===== src/rtl/wb_arb_pkg.sv =====
// Shared definitions for the register-file write-port arbiter.
// - Default data/address widths, shared with the pipeline stage registers.
// - Arbiter FSM state encoding.
package wb_arb_pkg;

    localparam int DATA_W_DEF = 64;
    localparam int ADDR_W_DEF = 3;

    typedef enum logic [1:0] {
        ST_IDLE  = 2'd0,
        ST_WAIT  = 2'd1,
        ST_STALL = 2'd2
    } arb_state_t;

endpackage


===== src/rtl/wb_host_fifo.sv =====
// Synchronous FIFO holding queued host register writes as {addr, data}.
// Ports:
//   clk, rst      clock, asynchronous active-high reset
//   push, din     write an entry (ignored when full)
//   pop           drop the head entry (ignored when empty)
//   head          current head entry (valid when !empty)
//   count         number of stored entries
//   full, empty   occupancy flags
module wb_host_fifo #(
    parameter int W     = 67,
    parameter int DEPTH = 4
) (
    input  logic                    clk,
    input  logic                    rst,
    input  logic                    push,
    input  logic                    pop,
    input  logic [W-1:0]            din,
    output logic [W-1:0]            head,
    output logic [$clog2(DEPTH):0]  count,
    output logic                    full,
    output logic                    empty
);

    localparam int AW = $clog2(DEPTH);
    localparam logic [AW:0] ONE = (AW+1)'(1);

    logic [W-1:0]  mem [DEPTH];
    logic [AW-1:0] wr_ptr, rd_ptr;
    logic          do_push, do_pop;

    assign full    = (count == (AW+1)'(DEPTH));
    assign empty   = (count == '0);
    assign do_push = push && !full;
    assign do_pop  = pop && !empty;
    assign head    = mem[rd_ptr];

    // Pointers wrap naturally since DEPTH is a power of two.
    always_ff @(posedge clk or posedge rst) begin
        if (rst) begin
            wr_ptr <= '0;
            rd_ptr <= '0;
            count  <= '0;
        end else begin
            if (do_push) wr_ptr <= wr_ptr + AW'(1);
            if (do_pop)  rd_ptr <= rd_ptr + AW'(1);
            case ({do_push, do_pop})
                2'b10:   count <= count + ONE;
                2'b01:   count <= count - ONE;
                default: count <= count;
            endcase
        end
    end

    // Storage needs no reset; entries are only read once counted.
    always_ff @(posedge clk) begin
        if (do_push) mem[wr_ptr] <= din;
    end

endmodule


===== src/rtl/wb_port_arbiter.sv =====
// Arbitrates the single register-file write port between the pipeline
// writeback stage and a queued host write channel. Pipeline writes win;
// host writes drain in idle WB cycles, and a host entry that sits through
// MAX_WAIT pipeline grants forces a one-cycle pipeline stall.
// Ports:
//   clk, rst                       clock, asynchronous active-high reset
//   wb_wen/wb_waddr/wb_wdata       pipeline writeback request
//   host_valid/addr/data, ready    host write handshake into the queue
//   rf_wen/rf_waddr/rf_wdata       registered register-file write port
//   stall_req                      registered one-cycle pipeline freeze
//   fifo_count                     queued host writes
//   collision_err                  sticky: pipeline wrote during a stall
module wb_port_arbiter
    import wb_arb_pkg::*;
#(
    parameter int DATA_W     = DATA_W_DEF,
    parameter int ADDR_W     = ADDR_W_DEF,
    parameter int FIFO_DEPTH = 4,
    parameter int MAX_WAIT   = 8
) (
    input  logic                         clk,
    input  logic                         rst,
    input  logic                         wb_wen,
    input  logic [ADDR_W-1:0]            wb_waddr,
    input  logic [DATA_W-1:0]            wb_wdata,
    input  logic                         host_valid,
    input  logic [ADDR_W-1:0]            host_addr,
    input  logic [DATA_W-1:0]            host_data,
    output logic                         host_ready,
    output logic                         rf_wen,
    output logic [ADDR_W-1:0]            rf_waddr,
    output logic [DATA_W-1:0]            rf_wdata,
    output logic                         stall_req,
    output logic [$clog2(FIFO_DEPTH):0]  fifo_count,
    output logic                         collision_err
);

    localparam int CW  = $clog2(FIFO_DEPTH) + 1;
    localparam int WCW = $clog2(MAX_WAIT) + 1;

    arb_state_t                 state;
    logic [WCW-1:0]             wait_cnt;
    logic [ADDR_W+DATA_W-1:0]   fifo_head;
    logic                       fifo_full, fifo_empty;
    logic                       push, pipe_gnt, host_gnt;
    logic [CW-1:0]              cnt_after;

    // Full is exactly fifo_count == FIFO_DEPTH, from the registered count.
    assign host_ready = !fifo_full;
    assign push       = host_valid && host_ready;

    // A stall cycle ignores wb_wen, so the host head always wins there.
    assign pipe_gnt   = wb_wen && !stall_req;
    assign host_gnt   = !pipe_gnt && !fifo_empty;

    // Occupancy after this edge; drives the empty/non-empty FSM transitions.
    assign cnt_after  = fifo_count + CW'(push) - CW'(host_gnt);

    wb_host_fifo #(
        .W     (ADDR_W + DATA_W),
        .DEPTH (FIFO_DEPTH)
    ) u_fifo (
        .clk   (clk),
        .rst   (rst),
        .push  (push),
        .pop   (host_gnt),
        .din   ({host_addr, host_data}),
        .head  (fifo_head),
        .count (fifo_count),
        .full  (fifo_full),
        .empty (fifo_empty)
    );

    always_ff @(posedge clk or posedge rst) begin
        if (rst) begin
            state         <= ST_IDLE;
            wait_cnt      <= '0;
            stall_req     <= 1'b0;
            rf_wen        <= 1'b0;
            rf_waddr      <= '0;
            rf_wdata      <= '0;
            collision_err <= 1'b0;
        end else begin
            // Write port: address/data hold when nothing is granted.
            if (pipe_gnt) begin
                rf_wen   <= 1'b1;
                rf_waddr <= wb_waddr;
                rf_wdata <= wb_wdata;
            end else if (host_gnt) begin
                rf_wen   <= 1'b1;
                rf_waddr <= fifo_head[DATA_W +: ADDR_W];
                rf_wdata <= fifo_head[DATA_W-1:0];
            end else begin
                rf_wen   <= 1'b0;
            end

            if (wb_wen && stall_req) collision_err <= 1'b1;

            case (state)
                ST_IDLE: begin
                    wait_cnt <= '0;
                    if (cnt_after != '0) state <= ST_WAIT;
                end
                ST_WAIT: begin
                    if (cnt_after == '0) begin
                        state    <= ST_IDLE;
                        wait_cnt <= '0;
                    end else if (host_gnt) begin
                        wait_cnt <= '0;
                    end else if (pipe_gnt) begin
                        // Starvation limit hit: freeze the pipeline for one cycle.
                        if (wait_cnt == WCW'(MAX_WAIT - 1)) begin
                            state     <= ST_STALL;
                            stall_req <= 1'b1;
                            wait_cnt  <= '0;
                        end else begin
                            wait_cnt  <= wait_cnt + WCW'(1);
                        end
                    end
                end
                ST_STALL: begin
                    stall_req <= 1'b0;
                    wait_cnt  <= '0;
                    state     <= (cnt_after != '0) ? ST_WAIT : ST_IDLE;
                end
                default: begin
                    state     <= ST_IDLE;
                    stall_req <= 1'b0;
                    wait_cnt  <= '0;
                end
            endcase
        end
    end

endmodule

===== config.mk =====
export PLATFORM = sky130hd
export DESIGN_NAME = wb_port_arbiter
export DESIGN_NICKNAME = d
export VERILOG_FILES = /design/src/rtl/wb_arb_pkg.sv /design/src/rtl/wb_host_fifo.sv /design/src/rtl/wb_port_arbiter.sv
export SDC_FILE = /design/constraint.sdc
export NUM_CORES = 1
export LEC_CHECK = 0
export BUFFER_PORTS_ARGS = -buffer_cell sky130_fd_sc_hd__buf_2
export CAP_MARGIN = 40
export CORE_MARGIN = 8
export CORE_UTILIZATION = 48
export DETAILED_ROUTE_END_ITERATION = 16
export PLACE_DENSITY = 0.66
export SYNTH_ARGS = -nofsm -noshare
export SYNTH_HDL_FRONTEND = slang
export SYNTH_SLANG_ARGS = --single-unit

===== constraint.sdc =====
create_clock -name clk -period 7.8 [get_ports clk]
set_input_delay 1.56 -clock clk [delete_from_list [all_inputs] [get_ports clk]]
set_output_delay 1.56 -clock clk [all_outputs]
set_load 0.02 [all_outputs]

==> results of run 1 <==
## flip-flops by register name, indices dropped and copies added, names as in the netlist
| name | flops |
|---|---|
| stall_req | 1 |
| u_fifo.mem | 268 |
| rf_wen | 1 |
| rf_wdata | 64 |
| rf_waddr | 3 |
| u_fifo.wr_ptr | 2 |
| u_fifo.count | 3 |
| state | 2 |
| wait_cnt | 4 |
| u_fifo.rd_ptr | 2 |
| collision_err | 1 |
## area by class of cell
class,count,area share [%]
clock buffers,60,6.70
flip-flops and latches,351,62.6
repair buffers,225,7.70
inverters,11,0.270
clock inverters,9,0.641
multi-input cells,257,19.2
diodes,1,0.0155
well taps,378,2.92
## cell usage in the layout, fill, tap and decap left out, types with 2 or more instances in the layout
cell / Yosys / routed
dfrtp_4: 0 / 2
buf_4: 0 / 9
edfxtp_1: 268 / 268
bufinv_16: 0 / 2
nand3_1: 5 / 5
a21o_1: 3 / 3
xnor2_1: 2 / 2
dfrtp_1: 83 / 81
buf_2: 11 / 211
a21oi_1: 4 / 4
clkinv_2: 0 / 4
clkbuf_8: 0 / 3
buf_16: 0 / 3
and3_1: 71 / 67
buf_12: 2 / 2
xor2_1: 4 / 4
fa_1: 2 / 2
inv_1: 11 / 10
ha_1: 8 / 8
clkbuf_1: 33 / 18
nand2_1: 5 / 5
clkbuf_16: 0 / 39
and3_4: 0 / 4
nor2_1: 3 / 2
mux4_2: 67 / 67
a221o_1: 67 / 67
## cell families after synthesis
family          after synthesis  share of synthesized area, %
simple gates                 93                          4.20
mux                          69                          11.4
buf+inv                      58                          2.02
xor+xnor                      7                         0.558
fa+ha+maj                    10                          1.04
compound gates               78                          5.59
flops                       351                          75.2
## where the power goes
group | internal (W) | switching [W] | leakage [nW]
Sequential | 0.00255 | 0.000249 | 3.43
Clock | 0.00102 | 0.000679 | 0.579
Combinational | 0.000921 | 0.00103 | 2.24
Total | 0.00449 | 0.00196 | 6.25
## synth_stat cells, types with 2 or more instances
cell type | count | area, um^2
mux4_2 | 67 | 1510
buf_2 | 11 | 55.1
nor2_1 | 3 | 11.3
a21o_1 | 3 | 22.5
clkbuf_1 | 33 | 124
dfrtp_1 | 83 | 2080
edfxtp_1 | 268 | 8050
ha_1 | 8 | 100
fa_1 | 2 | 40.0
a21oi_1 | 4 | 20.0
a221o_1 | 67 | 671
xor2_1 | 4 | 35.0
inv_1 | 11 | 41.3
nand2_1 | 5 | 18.8
nand3_1 | 5 | 25.0
and3_1 | 71 | 444
xnor2_1 | 2 | 17.5
buf_12 | 2 | 40.0
## stage by stage
stage | setup WS, ns | instance area (um^2) | util, % | power (W)
global route | 3.62 | 16200 | 58.4 | 0.00677
finish | 3.74 | 16200 | 58.4 | 0.00645
global placement | 3.32 | 14900 | 53.7 | 0.00474
floorplan | 4.02 | 13500 | - | 0.00418
detailed placement | 3.23 | 15000 | 54.1 | 0.00482
CTS | 3.75 | 16200 | 58.4 | 0.00654
## worst paths after layout
path | slack (ns) | endpoint | startpoint | cells after the start
worst min-delay path | 0.45 | collision_err | collision_err | 1
worst max register to register | 4.50 | stall_req | stall_req | 10
max in group asynchronous | 5.57 | u_fifo.rd_ptr[1] | rst | 3
worst min register to register | 0.45 | collision_err | collision_err | 1
worst max-delay path | 3.74 | stall_req | wb_wen | 11
min in group asynchronous | 1.02 | rf_wdata[48] | rst | 2
## per-layer routing
layer  up-vias  wire (um)  global-route usage (%)
li1       3217          -                       -
met1      3787      12000                    22.3
met2       222      14700                    28.8
met3        46       1840                    3.89
met4         6        515                    4.75
met5         -         40                       0
==> impl_metrics.env, run 1 <==
export IMPL_outcome="finished, final reports clean"
export IMPL_final_setup_skew_ns=0.0121
export IMPL_clkTransAtPathRegs_ns=0.05
export IMPL_numClockSinks=351
export IMPL_synth_seq_cells=351
export IMPL_drtAntennaViolNets=0
export IMPL_die_h_um=183
export IMPL_drtIter0Drc=477
export IMPL_postCtsHoldBufs=0
export IMPL_fin_tns_setup_ns=0
export IMPL_grt_antenna_before_repair=4
export IMPL_numCtsBuffers=38
export IMPL_fillers=2102
export IMPL_stdcell_count=1292
export IMPL_wire_per_inst_um=22.5
export IMPL_fin_crit_ns=4.06
export IMPL_relSlewSlack_pct=38.7
export IMPL_cts_setup_buffers=0
export IMPL_netlist_instances=666
export IMPL_ys_flop_type="edfxtp_1"
export IMPL_yosys_warnings=0
export IMPL_cp_cell_sequence="buf_2 > nor2b_4 > buf_4 > nor2_4 > ha_1 > inv_1 > ha_1 > fa_1 > xnor3_1 > o311ai_2 > o32ai_1"
export IMPL_dp_hpwl_um=17700
export IMPL_cp_slowest_stage_delay_ns=0.69
export IMPL_seqCellArea_um2=10100
export IMPL_grt_overflow=0
export IMPL_min_period_over_period_pct=52.0
export IMPL_grt_pass1_vias=7693
export IMPL_placed_cells=1222
export IMPL_core_um2=27700
export IMPL_hold_path_class="flop to flop"
export IMPL_critical_path_top_delay_family="adder cells"
export IMPL_die_w_um=183
export IMPL_required_ns=8.15
export IMPL_htreeDepth=2
export IMPL_worst_pin_slew_ns=0.919
export IMPL_critPathLaunchType="primary input"
export IMPL_grt_pass1_wl_um=44500
export IMPL_initial_core_util_pct=48.6
export IMPL_port_buffers=211
export IMPL_path_max_fanout=74
export IMPL_drive_above_1_share_pct=39.0
export IMPL_dr_pass1_iters=4
export IMPL_ir_drop_uv=242
export IMPL_fmax_ghz=0.246
export IMPL_worstPathArrival_ns=4.41
export IMPL_dieArea_um2=33700
export IMPL_cpMostUsedCell="ha_1"
export IMPL_multi_input_area_um2=3110
export IMPL_io_pins=212
export IMPL_vias_per_cell=5.63
export IMPL_grt_usage_pct=17.2
export IMPL_drcViolationCount=0
export IMPL_synth_edf_count=268
export IMPL_area_growth_pct=20.3
export IMPL_leakagePower_nw=6.25
export IMPL_p_per_area_nw_per_um2=398
export IMPL_clkLatencyLatePin_ns=0.51
export IMPL_maxCapViolCount=0
export IMPL_cts_resized=0
export IMPL_path_class="primary input to flop"
export IMPL_synth_nets=814
export IMPL_grt_max_degree=75
export IMPL_cts_tree="yes"
export IMPL_clockRootBuffer="clkbuf_16"
export IMPL_clk_path_buf_depth=3
export IMPL_cp_end_kind="flop"
export IMPL_synth_area_um2=13500
export IMPL_place_congestion=0.715
export IMPL_rsz0062_at_grt="false"
export IMPL_routed_wirelength_um=29100
export IMPL_finalSetupViolCount=0
export IMPL_cp_num_buf_inv=3
export IMPL_critPathSlowestCell="buf_4"
export IMPL_yosysSeqAreaShare_pct=75.2
export IMPL_vias=7278
export IMPL_hold_slack_ns=0.451
export IMPL_hold_viol_final=0
export IMPL_async_reset_ff_share_pct=23.6
export IMPL_std_cell_rows=61
export IMPL_synthDistinctLibCells=35
export IMPL_avgSynthCellArea_um2=20.2
export IMPL_final_max_slew_violation_count=0
export IMPL_layout_nets=1032
Power figures use the tool's default switching activity.
==> inputs of run 2 (changes only) <==
Settings changed: ABC_AREA set to 1, PLACE_DENSITY 0.66 to 0.69.
Clock period 7.8 ns to 3.4 ns, I/O delays scaled along.
==> run 2 against run 1 <==
Sequential cell count unchanged. Synthesized area increased by 3.4%. Via count increased by 29%. Core utilization decreased by 0.50 points. Clock skew decreased by 0.0025 ns. Critical endpoint is now u_fifo.count[2]. Largest cell class unchanged. Highest routed layer unchanged.
==> impl_metrics.env, run 2 <==
export IMPL_path_class="flop to flop"
export IMPL_synth_nets=1335
export IMPL_avgSynthCellArea_um2=11.7
export IMPL_worstPathArrival_ns=3.07
export IMPL_grt_pass1_wl_um=51000
export IMPL_top_regs="u_fifo.mem: 268 flops, rf_wdata: 64 flops, wait_cnt: 4 flops"
export IMPL_dr_pass1_iters=5
export IMPL_fmax_ghz=0.372
export IMPL_rsz0062_at_grt="false"
export IMPL_port_buffers=211
export IMPL_drtAntennaViolNets=0
export IMPL_clkTransAtPathRegs_ns=0.06
export IMPL_cpMostUsedCell="inv_1"
export IMPL_ys_top_cells_by_area="edfxtp_1, dfrtp_1, nand2_1"
export IMPL_clk_path_buf_depth=3
export IMPL_p_switching_w=0.00517
export IMPL_yosys_warnings=0
export IMPL_place_congestion=0.759
export IMPL_cp_slowest_stage_delay_ns=0.61
export IMPL_std_cell_rows=62
export IMPL_synth_mux_area_share_pct=0
export IMPL_yosysSeqAreaShare_pct=72.7
export IMPL_grt_usage_pct=18.2
export IMPL_grt_pass1_vias=9452
export IMPL_largest_reg_flops=268
export IMPL_min_period_over_period_pct=79.0
export IMPL_fillers=2321
export IMPL_worst_pin_slew_ns=0.797
export IMPL_synth_top_area_share_pct=57.8
export IMPL_vias_per_cell=5.18
export IMPL_final_setup_skew_ns=0.00962
export IMPL_core_um2=28600
export IMPL_drive_above_1_share_pct=21.4
export IMPL_cts_tree="yes"
export IMPL_dieArea_um2=34700
export IMPL_required_ns=3.79
export IMPL_synth_top_area_cell="edfxtp_1"
export IMPL_die_w_um=186
export IMPL_ir_drop_uv=513
export IMPL_die_h_um=186
export IMPL_hold_path_class="primary input to asynchronous set/reset pin"
export IMPL_cts_setup_buffers=0
export IMPL_critPathLaunchType="flop"
export IMPL_path_max_fanout=57
export IMPL_post_dp_cell_area_um2=15400
export IMPL_wire_per_inst_um=17.7
export IMPL_ys_flop_type="edfxtp_1"
export IMPL_layout_common_cells="nand2_1, edfxtp_1, nand3_1"
export IMPL_maxCapViolCount=0
export IMPL_drcViolationCount=0
export IMPL_grt_overflow=0
export IMPL_vias=9384
export IMPL_synth_compound_area_share_pct=0.953
export IMPL_grt_max_degree=68
export IMPL_critPathSlowestCell="buf_4"
export IMPL_cp_cell_sequence="inv_1 > nand2_2 > nand2_1 > inv_2 > buf_4 > ha_1 > inv_1 > fa_1 > a21oi_1 > o21ai_0 > xor2_1"
export IMPL_fin_ws_ns=0.715
export IMPL_cp_end_kind="flop"
export IMPL_drtIter0Drc=564
export IMPL_synthDistinctLibCells=29
export IMPL_layout_commonest_cell="nand2_1"
export IMPL_outcome="finished, final reports clean"
export IMPL_post_place_ws_ns=0.497
export IMPL_p_per_area_nw_per_um2=881
export IMPL_synth_top_family_by_area="simple AND/OR/NAND/NOR gates"
export IMPL_layout_nets=1538
export IMPL_io_pins=212
export IMPL_async_reset_ff_share_pct=23.6
export IMPL_yosysMostFrequentCell="nand2_1"
export IMPL_synth_common_cells="nand2_1, edfxtp_1, nand3_1"
export IMPL_grt_antenna_before_repair=7
export IMPL_leakagePower_nw=6.75
export IMPL_utilization_pct=57.9
export IMPL_fin_tns_setup_ns=0
export IMPL_htreeDepth=2
export IMPL_clockRootBuffer="clkbuf_16"
export IMPL_hold_slack_ns=0.280
export IMPL_numClockSinks=351
export IMPL_regMostFlops="u_fifo.mem"
export IMPL_combPwrFrac_pct=30.7
export IMPL_clkLatencyLatePin_ns=0.51
export IMPL_area_growth_pct=19.1
export IMPL_routed_wirelength_um=32100
export IMPL_postCtsHoldBufs=0
export IMPL_initial_core_util_pct=48.6
export IMPL_synth_area_um2=13900
export IMPL_final_max_slew_violation_count=0
export IMPL_p_clk_share_pct=26.7
export IMPL_dp_hpwl_um=18900
export IMPL_finalSetupViolCount=0
export IMPL_cts_resized=0
export IMPL_synthSimpleGateAreaFrac_pct=21.7
export IMPL_relSlewSlack_pct=46.9
export IMPL_numCtsBuffers=37
export IMPL_synth_xor_area_share_pct=0.252
export IMPL_internal_power_w=0.00944
export IMPL_stdcell_area_um2=16600
export IMPL_synth_edf_count=268
export IMPL_fin_crit_ns=2.68
export IMPL_netSwitchingFraction_pct=35.4
export IMPL_hold_viol_final=0
export IMPL_synth_seq_cells=351
export IMPL_synthAdderAreaFrac_pct=1.01
export IMPL_netlist_instances=1187
export IMPL_p_seq_share_pct=42.6
## run 2: cell count changes after synthesis, sizes merged, moves of 10 or more
cell,change
nor2,+26
clkbuf,-10
nand3,+257
a221o,-67
nand2,+406
mux4,-67
a31oi,+11
inv,+15
and3,-71
buf,+29
## run 2: path summary, 6_finish.rpt
kind                            startpoint                end  slack (ns)  cells past startpoint
max reg2reg                u_fifo.count[2]    u_fifo.count[2]        0.72                     11
max in group asynchronous              rst        rf_waddr[0]        2.46                      3
max                        u_fifo.count[2]    u_fifo.count[2]        0.72                     11
min                                    rst       rf_wdata[37]        0.28                      2
min reg2reg                  collision_err      collision_err        0.46                      1
min in group clk             host_data[19]  u_fifo.mem[3][19]        0.38                      1
## run 2: layout make-up
type	count	area [um^2]	area share (%)
Sequential cell	351	10100	61.1
Clock buffer	55	1110	6.67
Tap cell	384	480	2.90
Inverter	26	105	0.634
Clock inverter	13	98.8	0.596
Timing Repair Buffer	230	1290	7.75
Antenna cell	8	20.0	0.121
Multi-Input combinational cell	744	3360	20.3
## run 2: worst max-delay path, delay by kind of cell (launching register included)
family,cells,cell delay [ns]
buffers and inverters,4,0.87
DFF,1,0.40
adders and majority gates,2,0.65
and+or+nand+nor,2,0.23
AOI/OAI and AO/OA,2,0.26
xor gates and xnor gates,1,0.15
## run 2: cells by family after synthesis
kind of cell | after synthesis
buffers and inverters | 92
AND/OR/NAND/NOR | 708
XOR/XNOR | 4
AO/OA/AOI/OAI | 22
flip-flops | 351
adder cells (fa/ha/maj) | 10
## run 2: through the flow
step | power, W | std cells
floorplan | 0.00938 | 1187
global placement | 0.0108 | 1735
detailed placement | 0.0109 | 1735
CTS | 0.0148 | 1803
global route | 0.0155 | 1807
finish | 0.0146 | 1811
## run 2: metal layers
| layer | vias to the layer above | GRT usage (%) | share of wire [%] |
|---|---|---|---|
| met5 | - | 0 | 0.10 |
| met4 | 6 | 6.16 | 2.4 |
| met3 | 54 | 4.29 | 6.6 |
| met2 | 264 | 31.1 | 49 |
| met1 | 4530 | 22.5 | 42 |
| li1 | 4530 | - | - |
## run 2: power by group through the flow
stage          logic (W)  clock network, W  registers (W)
6_report         0.00449           0.00390        0.00622
2_1_floorplan    0.00265                 0        0.00672
3_5_place_dp     0.00456                 0        0.00630
5_1_grt          0.00503           0.00417        0.00633
3_3_place_gp     0.00449                 0        0.00627
4_1_cts          0.00458           0.00398        0.00622
